File: config.mk
export PLATFORM = sky130hd
export DESIGN_NAME = traffic_light_v2
export DESIGN_NICKNAME = d
export VERILOG_FILES = /design/src/rtl/traffic_light_v2.sv
export SDC_FILE = /design/constraint.sdc
export NUM_CORES = 1
export LEC_CHECK = 0
export ABC_AREA = 1
export ABC_CLOCK_PERIOD_IN_PS = 2400
export CAP_MARGIN = 10
export CORE_AREA = 2 2 51 53
export DETAILED_ROUTE_END_ITERATION = 8
export DIE_AREA = 0 0 53 55
export GPL_ROUTABILITY_DRIVEN = 0
export GPL_TIMING_DRIVEN = 0
export PLACE_DENSITY = 0.8
export SETUP_SLACK_MARGIN = 0.15
export SLEW_MARGIN = 0
export SYNTH_ARGS = -nofsm -noshare
export SYNTH_HDL_FRONTEND = slang
export SYNTH_SLANG_ARGS = --single-unit
File: constraint.sdc
create_clock -name clk -period 2.4 [get_ports clk]
set_input_delay 0.36 -clock clk [delete_from_list [all_inputs] [get_ports clk]]
set_output_delay 0.36 -clock clk [all_outputs]
set_load 0.05 [all_outputs]
File: src/rtl/traffic_light_v2.sv
// Highway / farm-road intersection controller with all-red clearance and a
// night flash mode; one state timer shared by every interval.
module traffic_light_v2 #(
  parameter int N        = 11,
  parameter int T_LONG   = 25,
  parameter int T_SHORT  = 4,
  parameter int T_ALLRED = 2
) (
  input  logic         clk,
  input  logic         reset,
  input  logic         c,
  input  logic         flash,
  output logic [N-1:0] Timing,
  output logic         TL_o,
  output logic         TS_o,
  output logic         HG,
  output logic         HY,
  output logic         HR,
  output logic         FG,
  output logic         FY,
  output logic         FR,
  output logic [2:0]   ST_o
);

  typedef enum logic [2:0] {
    HGRN  = 3'd0,
    HYEL  = 3'd1,
    ARED1 = 3'd2,
    FGRN  = 3'd3,
    FYEL  = 3'd4,
    ARED2 = 3'd5,
    FLASH = 3'd6,
    BAD   = 3'd7
  } state_t;

  localparam logic [N-1:0] L_LONG  = N'(T_LONG - 1);
  localparam logic [N-1:0] L_SHORT = N'(T_SHORT - 1);
  localparam logic [N-1:0] L_ARED  = N'(T_ALLRED - 1);

  state_t       r_state;
  logic [N-1:0] r_timer;
  logic         r_blink;
  logic         w_tl;
  logic         w_ts;
  logic         w_ar;

  function automatic logic [N-1:0] sat_inc(input logic [N-1:0] v);
    return (v == '1) ? v : v + N'(1);
  endfunction

  assign w_tl   = (r_timer >= L_LONG);
  assign w_ts   = (r_timer >= L_SHORT);
  assign w_ar   = (r_timer >= L_ARED);
  assign Timing = r_timer;
  assign TL_o   = w_tl;
  assign TS_o   = w_ts;
  assign ST_o   = r_state;

  always_ff @(posedge clk or negedge reset) begin
    if (!reset) begin
      r_state <= HGRN;
      r_timer <= '0;
      r_blink <= 1'b0;
    end else begin
      r_timer <= sat_inc(r_timer);
      case (r_state)
        HGRN: if (flash || (w_tl && c)) begin
          r_state <= HYEL;
          r_timer <= '0;
        end
        HYEL: if (w_ts) begin
          r_state <= ARED1;
          r_timer <= '0;
        end
        ARED1: if (w_ar) begin
          r_state <= flash ? FLASH : FGRN;
          r_timer <= '0;
          r_blink <= 1'b1;
        end
        FGRN: if (flash || w_tl || (!c && w_ts)) begin
          r_state <= FYEL;
          r_timer <= '0;
        end
        FYEL: if (w_ts) begin
          r_state <= ARED2;
          r_timer <= '0;
        end
        ARED2: if (w_ar) begin
          r_state <= flash ? FLASH : HGRN;
          r_timer <= '0;
          r_blink <= 1'b1;
        end
        // Each flash half-period restarts the timer so TS_o paces the blink.
        FLASH: if (!flash) begin
          r_state <= ARED2;
          r_timer <= '0;
        end else if (w_ts) begin
          r_blink <= ~r_blink;
          r_timer <= '0;
        end
        default: begin
          r_state <= HGRN;
          r_timer <= '0;
        end
      endcase
    end
  end

  always_comb begin
    HG = 1'b0;
    HY = 1'b0;
    HR = 1'b0;
    FG = 1'b0;
    FY = 1'b0;
    FR = 1'b0;
    case (r_state)
      HGRN:         begin HG = 1'b1; FR = 1'b1; end
      HYEL:         begin HY = 1'b1; FR = 1'b1; end
      ARED1, ARED2: begin HR = 1'b1; FR = 1'b1; end
      FGRN:         begin HR = 1'b1; FG = 1'b1; end
      FYEL:         begin HR = 1'b1; FY = 1'b1; end
      FLASH:        begin HY = r_blink; FR = r_blink; end
      default:      ;
    endcase
  end

endmodule
; ---- Yosys cells after proc, flatten, opt, wreduce, memory -nomap -nowiden
; Index checks and enable logic that the tools add are counted.
[word_totals]
regBits = 15
in_bits = 4
output_inout_bits = 22
wordCells = 66
[op_classes]
addsub = 1
order_cmp = 3
eq_ne = 17
n_mux = 27
bitwise = 1
n_reduce_logical = 14
[op_table]
columns = op, n
row1 = $mux W11, 6
row2 = $pmux W11 S5, 1
row3 = $mux W3, 9
row4 = $pmux W3 S7, 1
row5 = $ne A2 B2 Y1 const B, 9
row6 = $add A11 B1 Y11 const B, 1
row7 = $eq A11 B11 Y1 const B, 1
row8 = $ge A11 B1 Y1 const B, 1
row9 = $ge A11 B2 Y1 const B, 1
row10 = $ge A11 B5 Y1 const B, 1
row11 = $eq A3 B3 Y1 const B, 3
row12 = $reduce_or A4 Y1, 2
row13 = $mux W1, 7
row14 = $reduce_and A7 Y1, 1
row15 = $eq A3 B2 Y1 const B, 2
row16 = $pmux W1 S2, 3
row17 = $reduce_and A4 Y1, 1
row18 = $reduce_or A2 Y1, 2
row19 = $eq A3 B1 Y1 const B, 1
row20 = $logic_not A3 Y1, 1
row21 = $logic_or A1 B1 Y1, 3
row22 = $logic_and A1 B1 Y1, 2
row23 = $ne A2 B1 Y1 const B, 1
row24 = $reduce_bool A2 Y1, 1
row25 = other kinds (2), 2

; ---- Depth between registers and ports, before layout
[logic_depth]
word_depth = 5
ltp_mapped = 11

; ---- Worst setup path before layout
; No wires, ideal clock.
[synth_path]
path_kind = register to output
startpoint = register r_state[2], in the netlist ST_o[2]
endpoint = output HR
t_arrival_ns = 1.921
required_time_ns = 2.040
path_slack_ns = 0.119
stages_incl_launch_ff = 5
path_buffers = 0
path_cell_list = dfrtp_1 nand2_1 nor2_2 nor2_1 nand3_1
[synth_between]
elab_chain_cells = 3
word_cells_on_any_way = 6
classes_between = eq/ne: 4 / mux: 1 / reduce/logical: 1
[synth_rtl]
columns = item, line
row1 = "start, declared", 40  ; state_t r_state;
row2 = "start signal, assigned", 76  ; r_state <= flash ? FLASH : FGRN;
row3 = "start signal, assigned", 89  ; r_state <= flash ? FLASH : HGRN;
row4 = $eq A3 B2 Y1 / $eq A3 B3 Y1 (equally long branches), 116  ; case (r_state)
row5 = $reduce_or A4 Y1 (no line) *, n/a
row6 = $mux W1 *, 116
row7 = "end, declared", 18  ; output logic HR,
; Mark *: on every way between the ends. The rest lies on a longest branch, timed or not.

; ---- Final worst setup path
[layout_path]
startpoint = register r_timer[0], in the netlist Timing[0]
endpoint = output TS_o
[layout_between]
elab_chain_cells = 1
[layout_rtl]
columns = item, line
row1 = "start, declared", 41  ; logic [N-1:0] r_timer;
row2 = "start signal, assigned", 65  ; r_timer <= sat_inc(r_timer);
row3 = $ge A11 B2 Y1, 52  ; assign w_ts = (r_timer >= L_SHORT);
row4 = "end, declared", 15  ; output logic TS_o,
; Every way passes these cells.

==> impl_metrics.py <==
metrics = {
    "outcome": {
        "outcome": "complete, no violations",
    },
    "timing": {
        "rsz0062_at_grt": "no",
        "fin_crit_sh_pct": 89.4,
        "finalSetupTns_ns": 0,
        "fin_crit_ns": 2.15,
        "finalSetupViolCount": 0,
        "setup_slack_ns": 0.253,
        "fmax_ghz": 0.466,
        "hold_violations": 0,
        "slew_headroom_pct": 53.7,
        "slew_violations": 0,
        "skew_ns": 0.000285,
        "tightest_slew_ns": 0.692,
    },
    "layout": {
        "layout.cells.non_filler": 224,
        "layout_common_cells": "45 x nand2_1, 28 x nor2_1, 21 x inv_1, 17 x clkdlybuf4s50_1, 15 x dfrtp_1",
        "final_util_pct": 60.2,
        "antenna_cells": 0,
        "nNetsFinal": 202,
        "mostFrequentLayoutCell": "nand2_1",
        "area_growth_pct": 27.0,
        "drive_gt1_share_pct": 13.9,
        "fin_area_um2": 1420,
    },
    "yosys": {
        "syn-cell-area_um2": 1120,
        "synth_seq_cells": 15,
        "ys_warn_count": 0,
        "syn_inst": 165,
        "synth_cell_types": 22,
        "ys_top_cells_by_area": "dfrtp_1 33%, nand2_1 15%, nor2_1 9.4%",
        "syn_nets": 172,
        "synth_area_leader_cell": "dfrtp_1",
        "synth_top_area_share_pct": 33.5,
        "seq_area_frac_synth_pct": 33.5,
        "syn_avg_cell_area_um2": 6.79,
    },
    "grt": {
        "grt_overflow": 0,
        "antenna_found_initial": 0,
        "grt_pass1_vias": 1024,
        "grt_pass1_wl_um": 4480,
        "grt.total_usage_pct": 20.7,
        "grt_max_degree": 16,
    },
    "worst_setup_path": {
        "cp_max_fo": 6,
        "cp_data_arrival_time_ns": 1.79,
        "crit_chain": "ha_1 > a21oi_1 > nand2_2 > dlygate4sd2_1",
        "rr_startpoint": "Timing[0]$_DFF_PN0_",
        "start_kind": "register",
        "critPathMaxStageDelay_ns": 0.46,
        "cp_slowest_cell": "dfrtp_1",
        "path_class": "reg2out",
        "worstPathRequired_ns": 2.04,
        "rrSetupSlack_ns": 0.72,
        "critPathLaunch": "Timing[0]$_DFF_PN0_",
        "worstSetupEndpointType": "output pin",
        "rr_endpoint": "Timing[1]$_DFF_PN0_",
        "worst_r2r_path_depth": 8,
    },
    "pwr": {
        "internal-power_mw": 0.716,
        "p_sw_mw": 1.02,
        "power.density_nw_per_um2": 1220,
        "seqPwrFrac_pct": 22.3,
        "power_frac_comb_pct": 69.2,
        "ir_worst_vdd_uv": 701,
        "pwr-share-clk_pct": 8.6,
        "leakage_nw": 0.740,
        "switching_share_pct": 58.8,
    },
    "route": {
        "viasPerCell": 4.99,
        "wl_met2_um": 1250,
        "avgRoutedWirePerCell_um": 11.2,
        "drt_iter0_drc": 30,
        "top_layer": "met4",
        "drc": 0,
        "ant_nets": 0,
        "routed_wl_um": 2510,
        "m1WireLength_um": 1110,
        "dr_wl_met3_um": 137,
        "vias": 1118,
        "drtPass1Iterations": 4,
    },
    "placement": {
        "pre_cts_ws_ns": 0.241,
        "placed_cells": 220,
        "hpwl_um": 2010,
        "portBuffers": 25,
        "dpl_cell_area_um2": 1410,
    },
    "flow_run": {
        "drv_cap": 0,
    },
    "clock_network": {
        "cts_buffers": 3,
        "clk_pin_slew_ns": 0.09,
        "clock_latency_ns": 0.29,
        "htreeDepth": 1,
        "cts_tree": "done",
        "clock-sinks": 15,
        "cts_buffer_depth": 2,
        "clockRootBuffer": "clkbuf_4",
        "cts_setup_buffers": 0,
    },
    "hold_path": {
        "hold_path_class": "in2async",
    },
    "floorplanning": {
        "die_area_um2": 2920,
        "die_h_um": 55,
        "num_rows": 18,
        "io_pins": 26,
        "start_util_pct": 47.4,
        "die_x_um": 53,
        "core_um2": 2360,
    },
}
## worst max-delay path, delay by kind of cell, from the launching register on
| family | cells | cell delay (ns) |
|---|---|---|
| and+or+nand+nor | 1 | 0.11 |
| buffers and inverters | 1 | 0.44 |
| adders and majority gates | 1 | 0.26 |
| DFF | 1 | 0.46 |
| AOI/OAI and AO/OA | 1 | 0.22 |
## cells by family (layout without fill, tap and decap cells)
logic type | Yosys count | in the layout | share of synthesized area, %
AO/OA/AOI/OAI | 12 | 12 | 6.14
XOR/XNOR | 5 | 5 | 3.91
adder cells (fa/ha/maj) | 3 | 3 | 3.35
buffers and inverters | 25 | 54 | 8.37
flip-flops | 15 | 15 | 33.5
AND/OR/NAND/NOR | 105 | 105 | 44.8
## cell type report
cell class                      count  area, um2
Multi-Input combinational cell    125        657
Inverter                           25       93.8
Timing Repair Buffer               25        233
Clock inverter                      1       5.00
Fill cell                         231        941
Tap cell                           30       37.5
Sequential cell                    15        375
Clock buffer                        3       22.5
## cell usage after synthesis, drive strengths merged
| cell | count |
|---|---|
| xor2 | 3 |
| a211oi | 2 |
| nor2 | 34 |
| a31oi | 1 |
| nand4 | 5 |
| dfrtp | 15 |
| nand3b | 1 |
| o21ai | 4 |
| nand3 | 14 |
| ha | 3 |
| o211ai | 1 |
| nor3 | 2 |
| nand2 | 49 |
| xnor2 | 2 |
| inv | 25 |
| a21oi | 4 |
## repair_timing
action / 4_1_cts / 5_1_grt
resized for setup: 8 / 4
gates cloned: 0 / 0
hold buffers: 0 / 0
endpoints found under the setup margin: 8 / 2
pin swaps: 0 / 0
## worst max-delay path by stage
stage	slack [ns]	end	cells past startpoint
CTS	0.19	HY	5
floorplan	0.20	HR	4
global route	0.15	TS_o	4
finish	0.25	TS_o	4
global placement	0.27	HY	5
detailed placement	0.24	HY	5
## registers in the layout, indices dropped and copies added (netlist names)
register	flops
Timing	11
ST_o	3
r_blink	1
## stage by stage
stage / power, mW / hold slack, ns
CTS: 1.76 / 0.512
finish: 1.74 / 0.477
global placement: 1.64 / 0.497
global route: 1.89 / 0.540
floorplan: 1.31 / 0.0644
detailed placement: 1.66 / 0.505
## metal layers
metal,track usage (%),vias to the layer above
met4,6.41,0
met1,26.7,504
met5,0,-
li1,-,578
met3,2.69,2
met2,36.0,34
## power groups by stage
| stage | clock network, mW | registers, mW | logic (mW) |
|---|---|---|---|
| after global routing | 0.162 | 0.399 | 1.33 |
| final | 0.149 | 0.387 | 1.20 |
| after CTS | 0.153 | 0.387 | 1.22 |
| after global placement | 0 | 0.389 | 1.25 |
| after detailed placement | 0 | 0.392 | 1.27 |
| after floorplan | 0 | 0.521 | 0.790 |
Power figures use the tool's default switching activity.
